[config.mk]
export PLATFORM = sky130hd
export DESIGN_NAME = load_store_unit_flat
export DESIGN_NICKNAME = d
export VERILOG_FILES = /design/src/rtl/load_store_unit_if.sv /design/src/rtl/load_store_unit.sv /design/src/flat_wrapper.sv
export SDC_FILE = /design/constraint.sdc
export NUM_CORES = 1
export LEC_CHECK = 0
export BUFFER_PORTS_ARGS = -buffer_cell sky130_fd_sc_hd__buf_2
export CELL_PAD_IN_SITES_DETAIL_PLACEMENT = 1
export CELL_PAD_IN_SITES_GLOBAL_PLACEMENT = 2
export CORE_AREA = 2 2 157 159
export CTS_CLUSTER_SIZE = 40
export DETAILED_ROUTE_END_ITERATION = 10
export DIE_AREA = 0 0 159 161
export PLACE_DENSITY = 0.78
export SYNTH_ARGS = -nofsm -noshare
export SYNTH_HDL_FRONTEND = slang
export SYNTH_SLANG_ARGS = --single-unit
[constraint.sdc]
create_clock -name clk -period 2.3 [get_ports clk]
set_input_delay 0.23 -clock clk [delete_from_list [all_inputs] [get_ports clk]]
set_output_delay 0.23 -clock clk [all_outputs]
set_load 0.01 [all_outputs]
[src/rtl/load_store_unit_if.sv]
// ---------------------------------------------------------------------------
// load_store_unit_if
// Bundles the two buses of the load/store unit: the core-facing request and
// response signals, and the word-wide port to data_memory.
//
//   Core request : in_req_valid, in_is_store, in_funct3, in_address,
//                  in_store_data
//   Core response: out_busy, out_done, out_load_data, out_misaligned,
//                  out_illegal
//   Memory port  : out_mem_address, out_mem_write_data, out_mem_write_enable,
//                  in_mem_read_data (combinational read of out_mem_address)
//
// Modports:
//   slave  - the load/store unit itself
//   master - the environment around it (core plus data memory)
// ---------------------------------------------------------------------------
interface load_store_unit_if #(
    parameter int MEM_ADDR_WIDTH = 32
);
    logic                      in_req_valid;
    logic                      in_is_store;
    logic [2:0]                in_funct3;
    logic [31:0]               in_address;
    logic [31:0]               in_store_data;

    logic                      out_busy;
    logic                      out_done;
    logic [31:0]               out_load_data;
    logic                      out_misaligned;
    logic                      out_illegal;

    logic [MEM_ADDR_WIDTH-1:0] out_mem_address;
    logic [31:0]               out_mem_write_data;
    logic                      out_mem_write_enable;
    logic [31:0]               in_mem_read_data;

    modport slave (
        input  in_req_valid, in_is_store, in_funct3, in_address, in_store_data,
        input  in_mem_read_data,
        output out_busy, out_done, out_load_data, out_misaligned, out_illegal,
        output out_mem_address, out_mem_write_data, out_mem_write_enable
    );

    modport master (
        output in_req_valid, in_is_store, in_funct3, in_address, in_store_data,
        output in_mem_read_data,
        input  out_busy, out_done, out_load_data, out_misaligned, out_illegal,
        input  out_mem_address, out_mem_write_data, out_mem_write_enable
    );
endinterface

[src/rtl/load_store_unit.sv]
// ---------------------------------------------------------------------------
// load_store_unit
// Turns RV32I byte-addressed loads and stores (LB/LH/LW/LBU/LHU/SB/SH/SW)
// into accesses on a word-indexed, word-wide data memory. Sub-word stores
// are performed as read-modify-write; loads are byte/half extracted and
// sign- or zero-extended. The core stalls while out_busy is high.
//
// Ports:
//   clk    - clock, rising edge
//   reset  - asynchronous, active-low reset (0 = reset)
//   bus    - load_store_unit_if.slave: core request/response and the
//            data_memory port (see the interface file for signal list)
//
// State flow: IDLE -> (READ) -> (WRITE) -> DONE -> IDLE
//   faults : IDLE -> DONE
//   loads  : IDLE -> READ -> DONE
//   SW     : IDLE -> WRITE -> DONE
//   SB/SH  : IDLE -> READ -> WRITE -> DONE
// ---------------------------------------------------------------------------
module load_store_unit #(
    parameter int MEM_ADDR_WIDTH = 32
) (
    input  logic                clk,
    input  logic                reset,
    load_store_unit_if.slave    bus
);

    typedef enum logic [1:0] {
        IDLE,
        READ,
        WRITE,
        DONE
    } state_t;

    state_t                    state_q, state_d;
    logic [MEM_ADDR_WIDTH-1:0] mem_addr_q, mem_addr_d;
    logic [1:0]                offset_q, offset_d;
    logic [2:0]                funct3_q, funct3_d;
    logic                      is_store_q, is_store_d;
    logic [31:0]               store_data_q, store_data_d;
    logic [31:0]               word_q, word_d;
    logic [31:0]               load_data_q, load_data_d;
    logic                      misaligned_q, misaligned_d;
    logic                      illegal_q, illegal_d;

    logic                      req_illegal;
    logic                      req_misaligned;
    logic                      req_is_word_store;

    // Shift the addressed byte/half down to bit 0, then extend by funct3.
    function automatic logic [31:0] extract_load(input logic [31:0] word,
                                                 input logic [1:0]  off,
                                                 input logic [2:0]  f3);
        logic [31:0] shifted;
        logic [31:0] result;
        shifted = word >> {off, 3'b000};
        case (f3)
            3'b000:  result = {{24{shifted[7]}}, shifted[7:0]};
            3'b001:  result = {{16{shifted[15]}}, shifted[15:0]};
            3'b100:  result = {24'h0, shifted[7:0]};
            3'b101:  result = {16'h0, shifted[15:0]};
            default: result = word;
        endcase
        return result;
    endfunction

    // Overlay the store byte/half onto the word just read from memory.
    function automatic logic [31:0] merge_store(input logic [31:0] old_word,
                                                input logic [31:0] data,
                                                input logic [1:0]  off,
                                                input logic [2:0]  f3);
        logic [31:0] result;
        result = old_word;
        if (f3[1:0] == 2'b00) begin
            result[{off, 3'b000} +: 8] = data[7:0];
        end else begin
            result[{off[1], 4'b0000} +: 16] = data[15:0];
        end
        return result;
    endfunction

    // Request classification. Illegal takes priority over misalignment; once
    // illegal encodings are excluded, funct3[1:0] alone gives the size.
    always_comb begin
        req_illegal = (bus.in_funct3 == 3'b011) ||
                      (bus.in_funct3[2:1] == 2'b11) ||
                      (bus.in_is_store && bus.in_funct3[2]);
        req_misaligned = ((bus.in_funct3[1:0] == 2'b01) && bus.in_address[0]) ||
                         ((bus.in_funct3[1:0] == 2'b10) && (bus.in_address[1:0] != 2'b00));
        req_is_word_store = bus.in_is_store && (bus.in_funct3[1:0] == 2'b10);
    end

    // Next-state logic. A request is latched only in IDLE, so in_req_valid
    // seen in any other state is simply dropped. The word register carries
    // the outgoing write word into WRITE: store data for SW, the merged word
    // for SB/SH. Load data is formed straight from the memory read so it is
    // already valid on entry to DONE.
    always_comb begin
        state_d      = state_q;
        mem_addr_d   = mem_addr_q;
        offset_d     = offset_q;
        funct3_d     = funct3_q;
        is_store_d   = is_store_q;
        store_data_d = store_data_q;
        word_d       = word_q;
        load_data_d  = load_data_q;
        misaligned_d = misaligned_q;
        illegal_d    = illegal_q;

        case (state_q)
            IDLE: begin
                if (bus.in_req_valid) begin
                    mem_addr_d   = MEM_ADDR_WIDTH'(bus.in_address >> 2);
                    offset_d     = bus.in_address[1:0];
                    funct3_d     = bus.in_funct3;
                    is_store_d   = bus.in_is_store;
                    store_data_d = bus.in_store_data;
                    illegal_d    = req_illegal;
                    misaligned_d = !req_illegal && req_misaligned;
                    if (req_illegal || req_misaligned) begin
                        state_d = DONE;
                    end else if (req_is_word_store) begin
                        word_d  = bus.in_store_data;
                        state_d = WRITE;
                    end else begin
                        state_d = READ;
                    end
                end
            end
            READ: begin
                if (is_store_q) begin
                    word_d  = merge_store(bus.in_mem_read_data, store_data_q,
                                          offset_q, funct3_q);
                    state_d = WRITE;
                end else begin
                    word_d      = bus.in_mem_read_data;
                    load_data_d = extract_load(bus.in_mem_read_data, offset_q,
                                               funct3_q);
                    state_d     = DONE;
                end
            end
            WRITE: begin
                state_d = DONE;
            end
            DONE: begin
                state_d = IDLE;
            end
            default: begin
                state_d = IDLE;
            end
        endcase
    end

    // All state lives here; the asynchronous reset clears everything so the
    // write strobe and handshake outputs collapse the moment reset asserts.
    always_ff @(posedge clk or negedge reset) begin
        if (!reset) begin
            state_q      <= IDLE;
            mem_addr_q   <= '0;
            offset_q     <= '0;
            funct3_q     <= '0;
            is_store_q   <= 1'b0;
            store_data_q <= '0;
            word_q       <= '0;
            load_data_q  <= '0;
            misaligned_q <= 1'b0;
            illegal_q    <= 1'b0;
        end else begin
            state_q      <= state_d;
            mem_addr_q   <= mem_addr_d;
            offset_q     <= offset_d;
            funct3_q     <= funct3_d;
            is_store_q   <= is_store_d;
            store_data_q <= store_data_d;
            word_q       <= word_d;
            load_data_q  <= load_data_d;
            misaligned_q <= misaligned_d;
            illegal_q    <= illegal_d;
        end
    end

    // Outputs are pure decodes of registered state; fault flags are only
    // exposed together with out_done.
    assign bus.out_busy             = (state_q != IDLE);
    assign bus.out_done             = (state_q == DONE);
    assign bus.out_misaligned       = (state_q == DONE) && misaligned_q;
    assign bus.out_illegal          = (state_q == DONE) && illegal_q;
    assign bus.out_load_data        = load_data_q;
    assign bus.out_mem_address      = mem_addr_q;
    assign bus.out_mem_write_enable = (state_q == WRITE);
    assign bus.out_mem_write_data   = (state_q == WRITE) ? word_q : 32'h0;

endmodule
[src/flat_wrapper.sv]
// flat-port wrapper written by rule: the top's interface ports become plain ports
module load_store_unit_flat 
#(
    parameter int MEM_ADDR_WIDTH = 32
)
  (clk, reset, bus_in_req_valid, bus_in_is_store, bus_in_funct3, bus_in_address, bus_in_store_data, bus_in_mem_read_data, bus_out_busy, bus_out_done, bus_out_load_data, bus_out_misaligned, bus_out_illegal, bus_out_mem_address, bus_out_mem_write_data, bus_out_mem_write_enable);
  load_store_unit_if #(.MEM_ADDR_WIDTH(MEM_ADDR_WIDTH)) bus_i ();
  input  logic clk;
  input  logic reset;
  input wire logic [$bits(bus_i.in_req_valid)-1:0] bus_in_req_valid;
  input wire logic [$bits(bus_i.in_is_store)-1:0] bus_in_is_store;
  input wire logic [$bits(bus_i.in_funct3)-1:0] bus_in_funct3;
  input wire logic [$bits(bus_i.in_address)-1:0] bus_in_address;
  input wire logic [$bits(bus_i.in_store_data)-1:0] bus_in_store_data;
  input wire logic [$bits(bus_i.in_mem_read_data)-1:0] bus_in_mem_read_data;
  output wire logic [$bits(bus_i.out_busy)-1:0] bus_out_busy;
  output wire logic [$bits(bus_i.out_done)-1:0] bus_out_done;
  output wire logic [$bits(bus_i.out_load_data)-1:0] bus_out_load_data;
  output wire logic [$bits(bus_i.out_misaligned)-1:0] bus_out_misaligned;
  output wire logic [$bits(bus_i.out_illegal)-1:0] bus_out_illegal;
  output wire logic [$bits(bus_i.out_mem_address)-1:0] bus_out_mem_address;
  output wire logic [$bits(bus_i.out_mem_write_data)-1:0] bus_out_mem_write_data;
  output wire logic [$bits(bus_i.out_mem_write_enable)-1:0] bus_out_mem_write_enable;
  assign bus_i.in_req_valid = bus_in_req_valid;
  assign bus_i.in_is_store = bus_in_is_store;
  assign bus_i.in_funct3 = bus_in_funct3;
  assign bus_i.in_address = bus_in_address;
  assign bus_i.in_store_data = bus_in_store_data;
  assign bus_i.in_mem_read_data = bus_in_mem_read_data;
  assign bus_out_busy = bus_i.out_busy;
  assign bus_out_done = bus_i.out_done;
  assign bus_out_load_data = bus_i.out_load_data;
  assign bus_out_misaligned = bus_i.out_misaligned;
  assign bus_out_illegal = bus_i.out_illegal;
  assign bus_out_mem_address = bus_i.out_mem_address;
  assign bus_out_mem_write_data = bus_i.out_mem_write_data;
  assign bus_out_mem_write_enable = bus_i.out_mem_write_enable;
  load_store_unit #(.MEM_ADDR_WIDTH(MEM_ADDR_WIDTH)) u_core (.clk(clk), .reset(reset), .bus(bus_i));
endmodule
==> results by group <==
Die
  – Die W: around 160 µm
  – Rows: 57
  – Overall die height: about 160 µm
  – # IOs: 204
  – Placeable Area: approximately 0.024 mm²
  – Initial Util: a little over a quarter
  – Area of the die: between 0.02 and 0.03 mm²

STA
  – Final period util: 90.7%
  – Worst Tran Pin Value: between 600 and 700 ps
  – Setup TNS: 0 ps
  – Tightest hold margin: roughly 35 ps
  – RSZ-0062 raised after global routing: no
  – Final setup skew: roughly 9.8 ps
  – Worst setup margin: between 200 and 250 ps
  – Final worst path period need: between 2000 and 2500 ps
  – Highest Clock Rate: around 480 MHz
  – Final setup fails: 0
  – Max_slew headroom: between 50% and 60%
  – Final Max Tran Viols: 0
  – Fin. Hold Viols: 0

Power
  – Worst VDD drop: between 0.6 and 0.7 mV
  – PD cells: 1480 mW/mm²
  – Int Pwr: 7.47 mW
  – Power Total: 12.9 mW
  – Sequential share of power: 30.5%
  – Combinational power share: between 40% and 50%
  – Switching pwr: 5.38 mW
  – Switching share of total power: a little over two fifths
  – Leak: around 4 nW
  – Clk pwr share: between 20% and 30%

Clock tree
  – Largest buffer count on any clock path: 2
  – Clock Latency Late Sink: 420 ps
  – CTS buffer count: 17
  – Clock transition at the registers of the reported paths: ~60 ps
  – Root Buffer: clkbuf_16
  – CTS tree: yes
  – # Post-CTS Setup Buffers: 0
  – H-Tree Depth: 4
  – Clock sinks: 120

Route
  – Number of vias per cell: ~5.1
  – DR WL/cell: between 20 and 25 µm
  – TritonRoute pass-1 iters: 5
  – Via count: between 6,000 and 7,000
  – Detail Route Antenna Nets: 0
  – DR DRC count: 0
  – Total length of routed wires: approximately 25 mm
  – DRT iter0 DRCs: a little under 400

Global routing
  – Most used routing layer: met2
  – Total gr overflow: 0
  – First-pass GRT wire length: between 30 and 40 mm
  – Grt met3 use: under 10%
  – Number of global-route vias before repair: 6,438
  – Tot GR Track Use: ~20%
  – GRT met1 Usage: approximately a quarter
  – M2 GR Usage: around a third
  – Largest net degree at the start of global routing: 53
  – Initial antenna violation count: 1

Synthesis
  – Cell with the most instances after synthesis: dfrtp_1
  – Simple-Gate Fraction of Synth Area: between 10% and 20%
  – Post-synth EDFFs: 0
  – Most frequent cells after synthesis: dfrtp_1, nand2_1, mux2_2
  – Sequential area share after synthesis: a little under half
  – Predominant post-synthesis flop cell: dfrtp_1
  – Area leader, netlist: dfrtp_1
  – Main combinational cell family by area after synthesis: compound AO/OA/AOI/OAI gates
  – Fraction of registers with async set or reset after synthesis: 100%
  – Area of the mapped netlist: 0.00658 mm²
  – Post-synthesis mux area share: 10.9%
  – Register bit total from synthesis: 120
  – Post-synthesis adder-cell area fraction: around 1.7%
  – Cells after Synth: about 670
  – Post-Synth XOR/XNOR Area: 0%
  – Synth top area share: between 40% and 50%
  – Synth Area in Compound Gates: ~22%
  – Synth unique cells: 57
  – Synth warn: 0
  – Syn_area_per_cell: just under 10 µm²
  – Top post-synthesis cells by area: dfrtp_1, mux2_2, nand2_1, and2_1, a21oi_1

Placement
  – HPWL after DPL: approximately 19 mm
  – PortBufs: approximately 200
  – Pre-CTS setup slack: just over 80 ps
  – Final GP Congestion: ~0.82

Final layout
  – ANT cells: 0
  – Share of layout cells above drive strength 1: a little under two fifths
  – Nets: 975
  – Final core occ: 36.1%
  – P&R area growth vs syn: 31.5%

Job
  – Max-cap violations: 0

Setup path
  – Crit path required time: roughly 2700 ps
  – Worst Setup End Kind: register
  – CP startpoint kind: register
  – Crit path DAT: between 2000 and 2500 ps
  – CP Class: reg2reg
  – Crit Path Max Fanout: 8
  – R2R depth: 6

Outcome
  – Status: complete, no violations

Hold path
  – Hold Path Stages: 2
  – Worst min-delay path category: in2reg
==> cell usage in the layout (no fill, tap or decap), types with 4 or more instances in the layout <==
master / instances
a32o_1: 7
a211oi_1: 24
buf_2: 200
a221oi_1: 9
a31oi_1: 6
nand2_1: 61
o22ai_1: 19
buf_4: 31
a22oi_1: 16
a221o_1: 8
mux2i_1: 11
ha_1: 9
mux2_2: 52
nor4_1: 16
nor2_1: 34
nand2b_1: 16
clkbuf_16: 17
a22o_1: 8
nor3b_1: 4
o21ai_1: 11
a21oi_1: 38
o31ai_1: 6
o21a_1: 12
and2_1: 34
clkinv_4: 4
o21ai_0: 16
a211o_1: 5
dfrtp_1: 120
inv_1: 6
o211ai_1: 7
nor3_1: 17
==> power groups by stage <==
stage,Combinational [mW],Sequential [mW],Clock [mW]
after detailed placement,6.33,3.95,0
after CTS,6.35,3.93,2.72
after global placement,6.22,3.93,0
after global routing,6.93,4.06,2.81
final,6.27,3.92,2.66
after floorplan,3.80,3.96,0
==> cell families (layout without fill, tap and decap cells) <==
family | Yosys count | count (layout)
and+or+nand+nor | 202 | 202
adders and majority gates | 9 | 9
muxes | 64 | 64
AOI/OAI and AO/OA | 204 | 204
other | 1 | 2
DFF | 120 | 120
buffers and inverters | 65 | 274
==> flip-flops by register name (all words and copies together) (netlist names) <==
register / count
u_core.bus.out_load_data: 32
u_core.bus.out_mem_address: 30
u_core.funct3_q: 3
u_core.illegal_q: 1
u_core.is_store_q: 1
u_core.misaligned_q: 1
u_core.offset_q: 2
u_core.state_q: 2
u_core.store_data_q: 16
u_core.word_q: 32
==> path summary, 6_finish.rpt <==
path	startpoint	endpoint	slack, ps
min	bus_in_address[24]	u_core.bus.out_mem_address[22]	40
max	u_core.offset_q[1]	u_core.word_q[4]	210
max reg2reg	u_core.offset_q[1]	u_core.word_q[4]	210
min in group asynchronous	reset	u_core.bus.out_load_data[17]	310
min reg2reg	u_core.illegal_q	u_core.illegal_q	470
max in group asynchronous	reset	u_core.word_q[12]	1310
==> per-layer routing <==
metal | part of all wire (%) | up-vias | wire length (µm)
li1 | - | 2859 | -
met1 | 45 | 3083 | 11300
met2 | 48 | 180 | 11900
met3 | 5.9 | 25 | 1480
met4 | 1.4 | 0 | 352
met5 | 0 | - | 0
==> cell type report <==
| class | instances | area (µm²) |
|---|---|---|
| Fill cell | 2831 | 15300 |
| Multi-Input combinational cell | 481 | 3330 |
| Sequential cell | 120 | 3000 |
| Timing Repair Buffer | 235 | 1300 |
| Clock buffer | 21 | 460 |
| Tap cell | 324 | 405 |
| Clock inverter | 10 | 123 |
| Inverter | 8 | 30.0 |
==> worst max-delay path, stage by stage (launching register included) <==
cell	delay, ps
dfrtp_1	380
inv_1	130
ha_1	310
or4bb_1	510
o2bb2ai_2	390
a221oi_1	140
o21ai_1	150
==> per-stage QoR <==
stage,instance area (µm²),cells
final,8650,1199
after global routing,8650,1199
after CTS,8650,1199
after detailed placement,8060,1167
after global placement,8060,1167
after floorplan,6600,666
==> timing repair <==
action | in CTS | in global routing
resized for setup | 0 | 1
hold endpoints to repair | 30 | 0
hold buffers | 1 | 0
endpoints found under the setup margin | 0 | 24
Note: power is estimated with default switching activity, not from simulation.
